$ cat config.mk
export PLATFORM = sky130hd
export DESIGN_NAME = instr_encoder_stream_flat
export DESIGN_NICKNAME = d
export VERILOG_FILES = /design/src/rtl/instr_encoder_stream_pkg.sv /design/src/rtl/instr_encoder_stream_if.sv /design/src/rtl/instr_encoder_stream_word_pack.sv /design/src/rtl/instr_encoder_stream.sv /design/src/flat_wrapper.sv
export SDC_FILE = /design/constraint.sdc
export NUM_CORES = 1
export LEC_CHECK = 0
export BUFFER_PORTS_ARGS = -buffer_cell sky130_fd_sc_hd__buf_2
export CAP_MARGIN = 10
export CORE_MARGIN = 2
export CORE_UTILIZATION = 40
export DETAILED_ROUTE_END_ITERATION = 16
export GPL_ROUTABILITY_DRIVEN = 0
export GPL_TIMING_DRIVEN = 1
export PLACE_DENSITY = 0.75
export SLEW_MARGIN = 20
export SYNTH_ARGS = -nofsm -noshare
export SYNTH_HDL_FRONTEND = slang
export SYNTH_SLANG_ARGS = --single-unit
$ cat constraint.sdc
create_clock -name clk -period 1.9 [get_ports clk]
set_clock_uncertainty 0.15 [all_clocks]
set_input_delay 0.285 -clock clk [delete_from_list [all_inputs] [get_ports clk]]
set_output_delay 0.285 -clock clk [all_outputs]
set_load 0.02 [all_outputs]
$ cat src/rtl/instr_encoder_stream_pkg.sv
`default_nettype none
// ============================================================================
// Module : instr_encoder_stream_pkg
// Brief  : Assembly mnemonics, MIPS opcode/funct values and word-format helpers.
// Rev    : 1.0  initial release
// ============================================================================
package instr_encoder_stream_pkg;

    typedef enum logic [4:0] {
        OP_ADDU    = 5'd0,
        OP_SUBU    = 5'd1,
        OP_JR      = 5'd2,
        OP_SYSCALL = 5'd3,
        OP_BEQ     = 5'd4,
        OP_BNE     = 5'd5,
        OP_J       = 5'd6,
        OP_JAL     = 5'd7,
        OP_ADDIU   = 5'd8,
        OP_SLTI    = 5'd9,
        OP_ORI     = 5'd10,
        OP_XORI    = 5'd11,
        OP_LUI     = 5'd12,
        OP_LW      = 5'd13,
        OP_SW      = 5'd14,
        OP_LI      = 5'd15,
        OP_MOVE    = 5'd16,
        OP_NOP     = 5'd17,
        OP_B       = 5'd18
    } asm_op_t;

    typedef enum logic [0:0] {
        S_IDLE   = 1'b0,
        S_SECOND = 1'b1
    } enc_state_t;

    localparam logic [5:0] C_OPC_SPECIAL = 6'h00;
    localparam logic [5:0] C_OPC_J       = 6'h02;
    localparam logic [5:0] C_OPC_JAL     = 6'h03;
    localparam logic [5:0] C_OPC_BEQ     = 6'h04;
    localparam logic [5:0] C_OPC_BNE     = 6'h05;
    localparam logic [5:0] C_OPC_ADDIU   = 6'h09;
    localparam logic [5:0] C_OPC_SLTI    = 6'h0a;
    localparam logic [5:0] C_OPC_ORI     = 6'h0d;
    localparam logic [5:0] C_OPC_XORI    = 6'h0e;
    localparam logic [5:0] C_OPC_LUI     = 6'h0f;
    localparam logic [5:0] C_OPC_LW      = 6'h23;
    localparam logic [5:0] C_OPC_SW      = 6'h2b;

    localparam logic [5:0] C_FN_JR       = 6'h08;
    localparam logic [5:0] C_FN_SYSCALL  = 6'h0c;
    localparam logic [5:0] C_FN_ADDU     = 6'h21;
    localparam logic [5:0] C_FN_SUBU     = 6'h23;

    localparam logic [31:0] C_NOP_WORD     = 32'h0000_0021;
    localparam logic [31:0] C_SYSCALL_WORD = {26'h0, C_FN_SYSCALL};

    function automatic logic [31:0] enc_r(input logic [4:0] rs, input logic [4:0] rt,
                                          input logic [4:0] rd, input logic [5:0] funct);
        return {C_OPC_SPECIAL, rs, rt, rd, 5'b0, funct};
    endfunction

    function automatic logic [31:0] enc_i(input logic [5:0] opc, input logic [4:0] rs,
                                          input logic [4:0] rt, input logic [15:0] imm16);
        return {opc, rs, rt, imm16};
    endfunction

    function automatic logic [31:0] enc_j(input logic [5:0] opc, input logic [25:0] target);
        return {opc, target};
    endfunction

endpackage
`default_nettype wire

$ cat src/rtl/instr_encoder_stream_if.sv
`default_nettype none
// ============================================================================
// Module : instr_encoder_stream_if
// Brief  : Request and word-output handshake channels of the encoder.
// Rev    : 1.0  initial release
// ============================================================================
interface instr_encoder_stream_if;
    logic        in_valid;
    logic        in_ready;
    logic [4:0]  in_op;
    logic [4:0]  in_rs;
    logic [4:0]  in_rt;
    logic [4:0]  in_rd;
    logic [31:0] in_imm;
    logic [25:0] in_target;

    logic        out_valid;
    logic        out_ready;
    logic [31:0] out_word;
    logic [31:0] out_addr;
    logic        out_last;

    // Host side: issues requests and consumes words.
    modport master (
        output in_valid, in_op, in_rs, in_rt, in_rd, in_imm, in_target, out_ready,
        input  in_ready, out_valid, out_word, out_addr, out_last
    );

    // Encoder side.
    modport slave (
        input  in_valid, in_op, in_rs, in_rt, in_rd, in_imm, in_target, out_ready,
        output in_ready, out_valid, out_word, out_addr, out_last
    );
endinterface
`default_nettype wire

$ cat src/rtl/instr_encoder_stream_word_pack.sv
`default_nettype none
// ============================================================================
// Module : instr_word_pack
// Brief  : Combinational (op, fields, phase) -> encoded word, two-word flag, invalid flag.
// Rev    : 1.0  initial release
// ============================================================================
module instr_word_pack
    import instr_encoder_stream_pkg::*;
#(
    parameter bit LI_COMPACT = 1'b1
) (
    input  wire  [4:0]  i_op,
    input  wire  [4:0]  i_rs,
    input  wire  [4:0]  i_rt,
    input  wire  [4:0]  i_rd,
    input  wire  [31:0] i_imm,
    input  wire  [25:0] i_target,
    input  wire         i_phase,
    output logic [31:0] o_word,
    output logic        o_two_word,
    output logic        o_invalid
);

    asm_op_t     w_op;
    logic [15:0] w_imm16;
    logic        w_li_fits_ori;
    logic        w_li_fits_addiu;
    logic        w_li_single;

    assign w_op            = asm_op_t'(i_op);
    assign w_imm16         = i_imm[15:0];
    assign w_li_fits_ori   = (i_imm[31:16] == 16'h0000);
    assign w_li_fits_addiu = &i_imm[31:15];
    assign w_li_single     = LI_COMPACT && (w_li_fits_ori || w_li_fits_addiu);

    always_comb begin
        o_word     = 32'h0000_0000;
        o_two_word = 1'b0;
        o_invalid  = 1'b0;
        case (w_op)
            OP_ADDU:    o_word = enc_r(i_rs, i_rt, i_rd, C_FN_ADDU);
            OP_SUBU:    o_word = enc_r(i_rs, i_rt, i_rd, C_FN_SUBU);
            OP_JR:      o_word = enc_r(i_rs, 5'd0, 5'd0, C_FN_JR);
            OP_SYSCALL: o_word = C_SYSCALL_WORD;
            OP_BEQ:     o_word = enc_i(C_OPC_BEQ,   i_rs, i_rt, w_imm16);
            OP_BNE:     o_word = enc_i(C_OPC_BNE,   i_rs, i_rt, w_imm16);
            OP_J:       o_word = enc_j(C_OPC_J,   i_target);
            OP_JAL:     o_word = enc_j(C_OPC_JAL, i_target);
            OP_ADDIU:   o_word = enc_i(C_OPC_ADDIU, i_rs, i_rt, w_imm16);
            OP_SLTI:    o_word = enc_i(C_OPC_SLTI,  i_rs, i_rt, w_imm16);
            OP_ORI:     o_word = enc_i(C_OPC_ORI,   i_rs, i_rt, w_imm16);
            OP_XORI:    o_word = enc_i(C_OPC_XORI,  i_rs, i_rt, w_imm16);
            OP_LUI:     o_word = enc_i(C_OPC_LUI,   5'd0, i_rt, w_imm16);
            OP_LW:      o_word = enc_i(C_OPC_LW,    i_rs, i_rt, w_imm16);
            OP_SW:      o_word = enc_i(C_OPC_SW,    i_rs, i_rt, w_imm16);
            OP_MOVE:    o_word = enc_r(i_rs, 5'd0, i_rd, C_FN_ADDU);
            OP_NOP:     o_word = C_NOP_WORD;
            OP_B:       o_word = enc_i(C_OPC_BEQ, 5'd0, 5'd0, w_imm16);
            OP_LI: begin
                // Phase 1 is only ever consumed for the LUI+ORI split.
                if (i_phase) begin
                    o_word = enc_i(C_OPC_ORI, i_rt, i_rt, w_imm16);
                end else if (LI_COMPACT && w_li_fits_ori) begin
                    o_word = enc_i(C_OPC_ORI, 5'd0, i_rt, w_imm16);
                end else if (LI_COMPACT && w_li_fits_addiu) begin
                    o_word = enc_i(C_OPC_ADDIU, 5'd0, i_rt, w_imm16);
                end else begin
                    o_word = enc_i(C_OPC_LUI, 5'd0, i_rt, i_imm[31:16]);
                end
                o_two_word = !i_phase && !w_li_single;
            end
            default:    o_invalid = 1'b1;
        endcase
    end

endmodule
`default_nettype wire

$ cat src/rtl/instr_encoder_stream.sv
`default_nettype none
// ============================================================================
// Module : instr_encoder_stream
// Brief  : Assembles symbolic requests into MIPS words and streams them with addresses.
// Rev    : 1.0  initial release
// ============================================================================
module instr_encoder_stream
    import instr_encoder_stream_pkg::*;
#(
    parameter logic [31:0] BASE_ADDR  = 32'h0000_3000,
    parameter bit          LI_COMPACT = 1'b1
) (
    input  wire                     clk,
    input  wire                     rst_n,
    instr_encoder_stream_if.slave   bus,
    output logic                    err,
    output logic [15:0]             word_count
);

    enc_state_t  r_state;
    enc_state_t  w_state_next;

    logic [31:0] r_out_word;
    logic [31:0] r_out_addr;
    logic        r_out_valid;
    logic        r_out_last;
    logic [31:0] r_pending;
    logic        r_pending_last;
    logic        r_err;
    logic [15:0] r_word_count;

    logic [31:0] w_first_word;
    logic        w_first_two;
    logic        w_first_invalid;
    logic [31:0] w_second_word;
    logic        w_second_two;
    logic        w_second_invalid;

    logic        w_in_ready;
    logic        w_accept;
    logic        w_out_fire;
    logic        w_load_first;
    logic        w_load_second;
    logic        w_err_set;

    instr_word_pack #(.LI_COMPACT(LI_COMPACT)) u_pack_first (
        .i_op       (bus.in_op),
        .i_rs       (bus.in_rs),
        .i_rt       (bus.in_rt),
        .i_rd       (bus.in_rd),
        .i_imm      (bus.in_imm),
        .i_target   (bus.in_target),
        .i_phase    (1'b0),
        .o_word     (w_first_word),
        .o_two_word (w_first_two),
        .o_invalid  (w_first_invalid)
    );

    // The second word must be captured at accept time; the request fields are gone afterwards.
    instr_word_pack #(.LI_COMPACT(LI_COMPACT)) u_pack_second (
        .i_op       (bus.in_op),
        .i_rs       (bus.in_rs),
        .i_rt       (bus.in_rt),
        .i_rd       (bus.in_rd),
        .i_imm      (bus.in_imm),
        .i_target   (bus.in_target),
        .i_phase    (1'b1),
        .o_word     (w_second_word),
        .o_two_word (w_second_two),
        .o_invalid  (w_second_invalid)
    );

    assign w_in_ready = (r_state == S_IDLE) && (!r_out_valid || bus.out_ready);
    assign w_accept   = bus.in_valid && w_in_ready;
    assign w_out_fire = r_out_valid && bus.out_ready;

    always_ff @(posedge clk) begin
        if (!rst_n) begin
            r_state <= S_IDLE;
        end else begin
            r_state <= w_state_next;
        end
    end

    always_comb begin
        w_state_next  = r_state;
        w_load_first  = 1'b0;
        w_load_second = 1'b0;
        w_err_set     = 1'b0;
        case (r_state)
            S_IDLE: begin
                if (w_accept) begin
                    if (w_first_invalid) begin
                        w_err_set = 1'b1;
                    end else begin
                        w_load_first = 1'b1;
                        if (w_first_two) begin
                            w_state_next = S_SECOND;
                        end
                    end
                end
            end
            S_SECOND: begin
                if (w_out_fire) begin
                    w_load_second = 1'b1;
                    w_state_next  = S_IDLE;
                end
            end
            default: w_state_next = S_IDLE;
        endcase
    end

    always_ff @(posedge clk) begin
        if (!rst_n) begin
            r_out_word     <= 32'h0000_0000;
            r_out_addr     <= BASE_ADDR;
            r_out_valid    <= 1'b0;
            r_out_last     <= 1'b0;
            r_pending      <= 32'h0000_0000;
            r_pending_last <= 1'b0;
            r_err          <= 1'b0;
            r_word_count   <= 16'h0000;
        end else begin
            r_err <= w_err_set;
            // out_addr always names the slot of the word currently (or next) on the output.
            if (w_out_fire) begin
                r_out_addr   <= r_out_addr + 32'd4;
                r_word_count <= r_word_count + 16'd1;
            end
            if (w_load_first) begin
                r_out_word  <= w_first_word;
                r_out_last  <= !w_first_two;
                r_out_valid <= 1'b1;
                if (w_first_two && !w_second_invalid) begin
                    r_pending      <= w_second_word;
                    r_pending_last <= !w_second_two;
                end
            end else if (w_load_second) begin
                r_out_word  <= r_pending;
                r_out_last  <= r_pending_last;
                r_out_valid <= 1'b1;
            end else if (w_out_fire) begin
                r_out_valid <= 1'b0;
            end
        end
    end

    assign bus.in_ready  = w_in_ready;
    assign bus.out_valid = r_out_valid;
    assign bus.out_word  = r_out_word;
    assign bus.out_addr  = r_out_addr;
    assign bus.out_last  = r_out_last;
    assign err           = r_err;
    assign word_count    = r_word_count;

endmodule
`default_nettype wire

$ cat src/flat_wrapper.sv
// flat-port wrapper written by rule: the top's interface ports become plain ports
module instr_encoder_stream_flat import instr_encoder_stream_pkg::*;
#(
    parameter logic [31:0] BASE_ADDR  = 32'h0000_3000,
    parameter bit          LI_COMPACT = 1'b1
)
  (clk, rst_n, err, word_count, bus_in_valid, bus_in_op, bus_in_rs, bus_in_rt, bus_in_rd, bus_in_imm, bus_in_target, bus_out_ready, bus_in_ready, bus_out_valid, bus_out_word, bus_out_addr, bus_out_last);
  instr_encoder_stream_if bus_i ();
  input  wire clk;
  input  wire rst_n;
  output logic err;
  output logic [15:0] word_count;
  input wire logic [$bits(bus_i.in_valid)-1:0] bus_in_valid;
  input wire logic [$bits(bus_i.in_op)-1:0] bus_in_op;
  input wire logic [$bits(bus_i.in_rs)-1:0] bus_in_rs;
  input wire logic [$bits(bus_i.in_rt)-1:0] bus_in_rt;
  input wire logic [$bits(bus_i.in_rd)-1:0] bus_in_rd;
  input wire logic [$bits(bus_i.in_imm)-1:0] bus_in_imm;
  input wire logic [$bits(bus_i.in_target)-1:0] bus_in_target;
  input wire logic [$bits(bus_i.out_ready)-1:0] bus_out_ready;
  output wire logic [$bits(bus_i.in_ready)-1:0] bus_in_ready;
  output wire logic [$bits(bus_i.out_valid)-1:0] bus_out_valid;
  output wire logic [$bits(bus_i.out_word)-1:0] bus_out_word;
  output wire logic [$bits(bus_i.out_addr)-1:0] bus_out_addr;
  output wire logic [$bits(bus_i.out_last)-1:0] bus_out_last;
  assign bus_i.in_valid = bus_in_valid;
  assign bus_i.in_op = bus_in_op;
  assign bus_i.in_rs = bus_in_rs;
  assign bus_i.in_rt = bus_in_rt;
  assign bus_i.in_rd = bus_in_rd;
  assign bus_i.in_imm = bus_in_imm;
  assign bus_i.in_target = bus_in_target;
  assign bus_i.out_ready = bus_out_ready;
  assign bus_in_ready = bus_i.in_ready;
  assign bus_out_valid = bus_i.out_valid;
  assign bus_out_word = bus_i.out_word;
  assign bus_out_addr = bus_i.out_addr;
  assign bus_out_last = bus_i.out_last;
  instr_encoder_stream #(.BASE_ADDR(BASE_ADDR), .LI_COMPACT(LI_COMPACT)) u_core (.clk(clk), .rst_n(rst_n), .bus(bus_i), .err(err), .word_count(word_count));
endmodule
==> metrics.log, run 1 <==
[metrics] worst-path fanout max: 7
[metrics] maximum clock insertion buffer count: 2
[metrics] number of standard cells after synthesis: 686
[metrics] fraction of power consumed by combinational cells: 0.130
[metrics] post-route antenna net violation count: 0
[metrics] main combinational cell family by area after synthesis: compound AO/OA/AOI/OAI gates
[metrics] maximum clock frequency: 542 MHz
[metrics] via total after detailed routing: 6387
[metrics] vertical die dimension: 124 um
[metrics] Root Buffer: clkbuf_16
[metrics] Simple-Gate Fraction of Synth Area: 0.212
[metrics] sequential fraction of the synthesis area: 0.392
[metrics] area share of the largest cell type after synthesis: 0.392
[metrics] average footprint of a synthesized cell: 8.40 um^2
[metrics] RSZ-0062 raised after global routing: true
[metrics] Compound-Gate Fraction of Synth Area: 0.284
[metrics] total routing usage reported by global routing: 0.239
[metrics] number of detailed-route iterations in the first pass: 6
[metrics] number of failing setup endpoints in the final timing report: 0
[metrics] CTS sink count: 113
[metrics] Num CTS Buffers: 17
[metrics] Worst-Margin Slew: 684 ps
[metrics] crit start category: register
[metrics] post-detailed-route DRC marker count: 0
[metrics] width of the die: 124 um
[metrics] clock transition at the registers of the reported paths: 50 ps
[metrics] Slowest-stage cell, CP: or3_4
[metrics] total congestion overflow after global routing: 0
[metrics] Pins Over Slew Limit: 0
[metrics] via count of the first global-routing pass: 5941
[metrics] instance area at placement: 7390 um^2
[metrics] synth top area cells: dfxtp_1 (39%), a21oi_1 (5.4%), nand2_1 (4.0%)
[metrics] final routed wirelength across all metal layers: 18400 um
[metrics] Switching Power: 1.63 mW
[metrics] count of warnings emitted by yosys: 0
[metrics] clk_lat worst skew: 410 ps
[metrics] XOR/XNOR Fraction of Synth Area: 0.0501
[metrics] standard-cell row count: 43
[metrics] detailed placer's ending HPWL: 13000 um
[metrics] fraction of the mapped netlist area in adder cells: 0.00434
[metrics] top post-synthesis cells by count: dfxtp_1 (113), a21oi_1 (62), nand2_1 (62)
[metrics] initial antenna violation count: 0
[metrics] power density cells: 830 nW/um^2
[metrics] post-synthesis cell type with the largest combined area: dfxtp_1
[metrics] antenna diode instance count: 0
[metrics] worst setup slack for register-to-register paths: 60 ps
[metrics] Worst Path Arrival: 2040 ps
[metrics] Crit path largest cell delay: 450 ps
[metrics] min cycle time layout: 1840 ps
[metrics] Max-Cap Viols: 0
[metrics] share of synthesized area spent on multiplexers: 0.00369
[metrics] number of top-level design ports: 166
[metrics] Static Leak: 3.45 nW
[metrics] number of enable-type register cells in the synthesized netlist: 0
[metrics] hold violation count in the final report: 0
[metrics] TritonCTS clock tree: yes
[metrics] most common cell in the synthesized netlist: dfxtp_1
[metrics] proportion of total power due to net switching: 0.241
[metrics] routed via count divided by cell count: 5.75
[metrics] worst hold slack across all endpoints: 25.8 ps
[metrics] share of synthesized flip-flops with an asynchronous set or reset: 0
[metrics] run status: finished, final reports clean
[metrics] sort of element at the end of the critical path: register
[metrics] detailed-route wire length per cell: 16.6 um
[metrics] cell type with the highest occurrence count on the critical path: and4_4
[metrics] Cell variety after synth: 64
[metrics] flip-flop and latch count after synthesis: 113
[metrics] standard cell core area: 14000 um^2
[metrics] DRC violation total after the first TritonRoute iteration: 571
[metrics] count of port buffers added during placement: 162
[metrics] post-synth design cell area: 5760 um^2
[metrics] wire length of the first global-routing pass: 28700 um
[metrics] worst hold-check path type: in -> reg
[metrics] maximum number of pins on one net before global-route repair: 51
[metrics] Net count, final: 1002
[metrics] post-route cell area: 8160 um^2
[metrics] initial standard-cell utilization of the core: 0.412
[metrics] peak ir drop on the vdd network: 0.608 mV
[metrics] fin crit share: 0.971
[metrics] fraction of layout cells with a size suffix above 1: 0.360
[metrics] worst setup path class: reg -> reg
[metrics] Main synth FF type: dfxtp_1
[metrics] cell internal power dissipation: 5.14 mW
[metrics] Slew Limit Headroom: 0.539
[metrics] sequential cell fraction of total power: 0.366
[metrics] data required time at the worst endpoint: 2090 ps
[metrics] area overhead of the layout relative to synthesis: 41.6%
[metrics] depth of the CTS H-tree: 4
[metrics] series of cell instances along the critical path: and4_4 > and4_4 > nand4_1 > or3_4 > a21oi_2
[metrics] full die area: 15400 um^2
[metrics] part of the power in the clock network: 0.504
cell families after synthesis:
family	count (synthesis)
compound gates	235
simple gates	235
flops	113
buf+inv	65
xor+xnor	33
fa+ha+maj	2
mux	2
other cells	1
stage by stage:
stage	TNS [ps]	power (mW)	util	setup WS (ps)	std cells
floorplan	-4.93	2.98	-	-4.93	688
global placement	-4790	3.37	0.528	-126	1069
detailed placement	-5850	3.38	0.528	-151	1069
CTS	0	6.81	0.579	23.2	1107
global route	-12.9	6.98	0.583	-12.9	1111
finish	0	6.77	0.583	56.0	1111
power by group through the flow:
stage	registers (mW)	logic (mW)	clock network [mW]
3_5_place_dp	2.53	0.851	0
5_1_grt	2.48	0.945	3.55
4_1_cts	2.48	0.869	3.47
2_1_floorplan	2.59	0.388	0
6_report	2.48	0.879	3.41
3_3_place_gp	2.53	0.844	0
critical path, delay by kind of cell (launching register included):
kind	cells	cell delay [ps]
AO/OA/AOI/OAI	1	110
flip-flops	1	340
AND/OR/NAND/NOR	4	1160
worst paths after layout:
path | startpoint | to | cells past startpoint
worst max-delay path | u_core.bus.out_addr[11] | u_core.bus.out_addr[31] | 5
worst min-delay path | bus_in_imm[0] | u_core.bus.out_word[0] | 3
worst max register to register | u_core.bus.out_addr[11] | u_core.bus.out_addr[31] | 5
worst min register to register | u_core.r_pending[25] | u_core.r_pending[25] | 2
layer usage:
metal / global-route usage / vias to the layer above / share of wire
met5: 0 / - / 0
met4: 0.0962 / 0 / 0.025
met3: 0.0609 / 47 / 0.080
met2: 0.387 / 311 / 0.47
met1: 0.302 / 2980 / 0.42
li1: - / 3049 / -
registers in the layout (all words and copies together), names as in the netlist:
register,count
u_core.r_state,1
u_core.err,1
u_core.bus.out_word,31
u_core.r_pending,31
u_core.bus.out_addr,30
u_core.bus.out_valid,1
u_core.r_pending_last,1
u_core.word_count,16
u_core.bus.out_last,1
repair_timing:
| item | 4_1_cts | 5_1_grt |
|---|---|---|
| setup buffers | 0 | 4 |
| resized for setup | 2 | 12 |
| endpoints found under the hold margin | 7 | 0 |
| setup endpoints to repair | 42 | 8 |
| hold buffers | 6 | 0 |
| pin swaps | 0 | 5 |
cells in the final DEF, fill, tap and decap left out, types with 4 or more instances in the layout:
cell / count
or3_1: 12
a22o_1: 4
a31oi_1: 14
a311oi_1: 6
a21oi_1: 61
buf_12: 8
and3_1: 8
clkbuf_8: 4
nand3_1: 31
nand2b_1: 6
nor4_1: 7
buf_2: 162
and2_1: 6
a22oi_1: 7
inv_1: 6
buf_4: 93
nand4_1: 20
o21a_1: 6
dfxtp_1: 104
nand2_1: 62
xnor2_1: 8
and4_1: 4
dfxtp_2: 9
bufinv_16: 4
dlygate4sd3_1: 6
a211oi_1: 20
clkbuf_16: 17
nor2_1: 45
nor3_1: 8
a21o_1: 5
a211oi_2: 12
o21ai_0: 35
xor2_1: 25
o21ai_1: 11
nor2b_1: 4
o221ai_1: 18
a221oi_1: 11
layout make-up:
type                       instances  area (um^2)
clock buffer                      23          488
clock inverter                     9          153
fill                            1267         5830
inverter                           7         26.3
multi-input combinational        510         3270
sequential                       113         2270
tap                              180          225
timing repair buffer             269         1730
Note: power is estimated with default switching activity, not from simulation.
==> run 2: changes to the inputs <==
--- a/config.mk
+++ b/config.mk
@@ -12,7 +12,7 @@
 export DETAILED_ROUTE_END_ITERATION = 16
 export GPL_ROUTABILITY_DRIVEN = 0
 export GPL_TIMING_DRIVEN = 1
-export PLACE_DENSITY = 0.75
+export PLACE_DENSITY = 0.72
 export SLEW_MARGIN = 20
 export SYNTH_ARGS = -nofsm -noshare
 export SYNTH_HDL_FRONTEND = slang
==> constraint.sdc (replaced) <==
create_clock -name clk -period 1.96 [get_ports clk]
set_clock_uncertainty 0.15 [all_clocks]
set_input_delay 0.294 -clock clk [delete_from_list [all_inputs] [get_ports clk]]
set_output_delay 0.294 -clock clk [all_outputs]
set_load 0.02 [all_outputs]
==> metrics.log, run 2 (synthesis gave the netlist of run 1 again) <==
[metrics] worst hold endpoint: u_core.bus.out_word[4]
[metrics] depth of the worst hold-timing path: 3
[metrics] fraction of met2 tracks used by global routing: 0.374
[metrics] worst-case setup margin in the final layout: 49.9 ps
[metrics] run status: finished, final reports clean
[metrics] routed via count divided by cell count: 5.72
[metrics] Final Non-Filler Cells: 1101
[metrics] standard cell core area: 14000 um^2
[metrics] Crit path largest cell delay: 390 ps
[metrics] worst-path fanout max: 6
[metrics] post-detailed-route DRC marker count: 0
[metrics] Root Buffer: clkbuf_16
[metrics] CTS sink count: 113
[metrics] vertical die dimension: 124 um
[metrics] initial standard-cell utilization of the core: 0.412
[metrics] worst setup slack for register-to-register paths: 50 ps
[metrics] peak ir drop on the vdd network: 0.615 mV
[metrics] depth of the CTS H-tree: 4
[metrics] r2r endpoint: u_core.bus.out_addr[31]
[metrics] routing usage on met3: 0.0549
[metrics] met1 GRT Util: 0.304
[metrics] RSZ-0062 raised after global routing: true
[metrics] critical path depth in cells: 5
[metrics] buffers and inverters on the worst path: 0
[metrics] data required time at the worst endpoint: 2140 ps
[metrics] count of port buffers added during placement: 162
[metrics] detailed-route wire length per cell: 16.3 um
[metrics] initial antenna violation count: 0
[metrics] fin crit share: 0.975
[metrics] DRC violation total after the first TritonRoute iteration: 421
[metrics] Slew Limit Headroom: 0.608
[metrics] most common cell after layout, fill and taps aside: buf_2
[metrics] maximum clock insertion buffer count: 2
[metrics] clock transition at the registers of the reported paths: 50 ps
[metrics] top library cells by usage in the layout, fill and taps aside: buf_2 (162), dfxtp_1 (112), buf_4 (88), nand2_1 (62), a21oi_1 (62)
[metrics] Cells after DPL: 1069
[metrics] Worst Path Arrival: 2090 ps
[metrics] detailed placer's ending HPWL: 12900 um
[metrics] maximum number of pins on one net before global-route repair: 73
[metrics] worst setup path class: reg -> reg
[metrics] logic depth of the worst register-to-register path: 5
[metrics] Pins Over Slew Limit: 0
[metrics] antenna diode instance count: 0
[metrics] Hold Startpoint: bus_in_imm[20]
[metrics] fraction of layout cells with a size suffix above 1: 0.340
[metrics] fill count: 1293
[metrics] Critical R2R Launch: u_core.bus.out_addr[11]
[metrics] total routing usage reported by global routing: 0.231
[metrics] Max-Cap Viols: 0
[metrics] worst hold-check path type: in -> reg
[metrics] standard-cell row count: 43
[metrics] maximum clock frequency: 524 MHz
[metrics] worst-case setup slack after placement: -182 ps
[metrics] TritonCTS clock tree: yes
[metrics] width of the die: 124 um
[metrics] Worst-Margin Slew: 582 ps
[metrics] min cycle time layout: 1910 ps
[metrics] series of cell instances along the critical path: and4_2 > and4_4 > nand4_1 > or3_1 > a21oi_1
[metrics] via count of the first global-routing pass: 5698
[metrics] final routed wirelength across all metal layers: 18000 um
[metrics] sort of element at the end of the critical path: register
[metrics] number of detailed-route iterations in the first pass: 6
[metrics] crit-path leading delay family: simple AND/OR/NAND/NOR gates
[metrics] clk_lat worst skew: 410 ps
[metrics] area overhead of the layout relative to synthesis: 39.4%
[metrics] peak-usage layer in the global routing report: met2
[metrics] number of failing setup endpoints in the final timing report: 0
[metrics] number of top-level design ports: 166
[metrics] post-route antenna net violation count: 0
[metrics] full die area: 15400 um^2
[metrics] total power consumption of the routed design: 6.41 mW
[metrics] Net count, final: 994
[metrics] hold violation count in the final report: 0
[metrics] crit start category: register
[metrics] Slowest-stage cell, CP: or3_1
[metrics] total congestion overflow after global routing: 0
[metrics] Static Leak: 3.40 nW
[metrics] via total after detailed routing: 6294
[metrics] worst hold slack across all endpoints: 8.38 ps
[metrics] Num CTS Buffers: 17
[metrics] power density cells: 797 nW/um^2
[metrics] wire length of the first global-routing pass: 27800 um
## run 2: where the power goes
part	total [mW]	leakage [nW]	switching [mW]	internal (mW)
Clock	3.16	0.299	1.01	2.15
Combinational	0.849	2.19	0.485	0.364
Sequential	2.40	0.917	0.0356	2.36
## run 2: worst min-delay path: cells and delay by family
family | cells | cell delay [ps]
AOI/OAI and AO/OA | 1 | 60
buffers and inverters | 1 | 110
and+or+nand+nor | 1 | 50
## run 2: layout make-up
| cell class | instances | area [um^2] | area share |
|---|---|---|---|
| inverters | 7 | 26.3 | 0.00327 |
| repair buffers | 261 | 1680 | 0.209 |
| multi-input cells | 510 | 3230 | 0.402 |
| flip-flops and latches | 113 | 2260 | 0.282 |
| well taps | 180 | 225 | 0.0280 |
| clock inverters | 5 | 100 | 0.0125 |
| clock buffers | 25 | 505 | 0.0629 |
## run 2: how the worst max path moves through the flow
stage	startpoint	to	slack, ps
global route	u_core.bus.out_addr[11]	u_core.bus.out_addr[31]	-30
detailed placement	bus_in_imm[18]	u_core.bus.out_last	-180
CTS	u_core.bus.out_addr[11]	u_core.bus.out_addr[31]	30
global placement	bus_in_imm[18]	u_core.r_state	-100
floorplan	u_core.bus.out_addr[9]	u_core.bus.out_addr[27]	4
finish	u_core.bus.out_addr[11]	u_core.bus.out_addr[31]	50
## run 2: stage by stage
stage	instance area [um^2]	TNS [ps]	util
3_3_place_gp	7400	-3090	0.529
5_1_grt	8030	-31.9	0.574
6_report	8030	0	0.574
4_1_cts	8020	0	0.574
3_5_place_dp	7400	-4840	0.529
2_1_floorplan	5780	0	-
## run 2: what timing repair did
action / CTS / global route
gates resized for setup: 1 / 5
pin swaps: 1 / 1
endpoints found under the hold margin: 1 / 0
hold buffers: 1 / 0
setup endpoints to repair: 4 / 8
setup buffers: 1 / 0
## run 2: metal layers
layer,wire (um),vias to the layer above,share of wire
met5,0,-,0
met4,327,0,0.018
met3,1380,31,0.077
met2,8380,272,0.47
met1,7890,2966,0.44
li1,-,3025,-
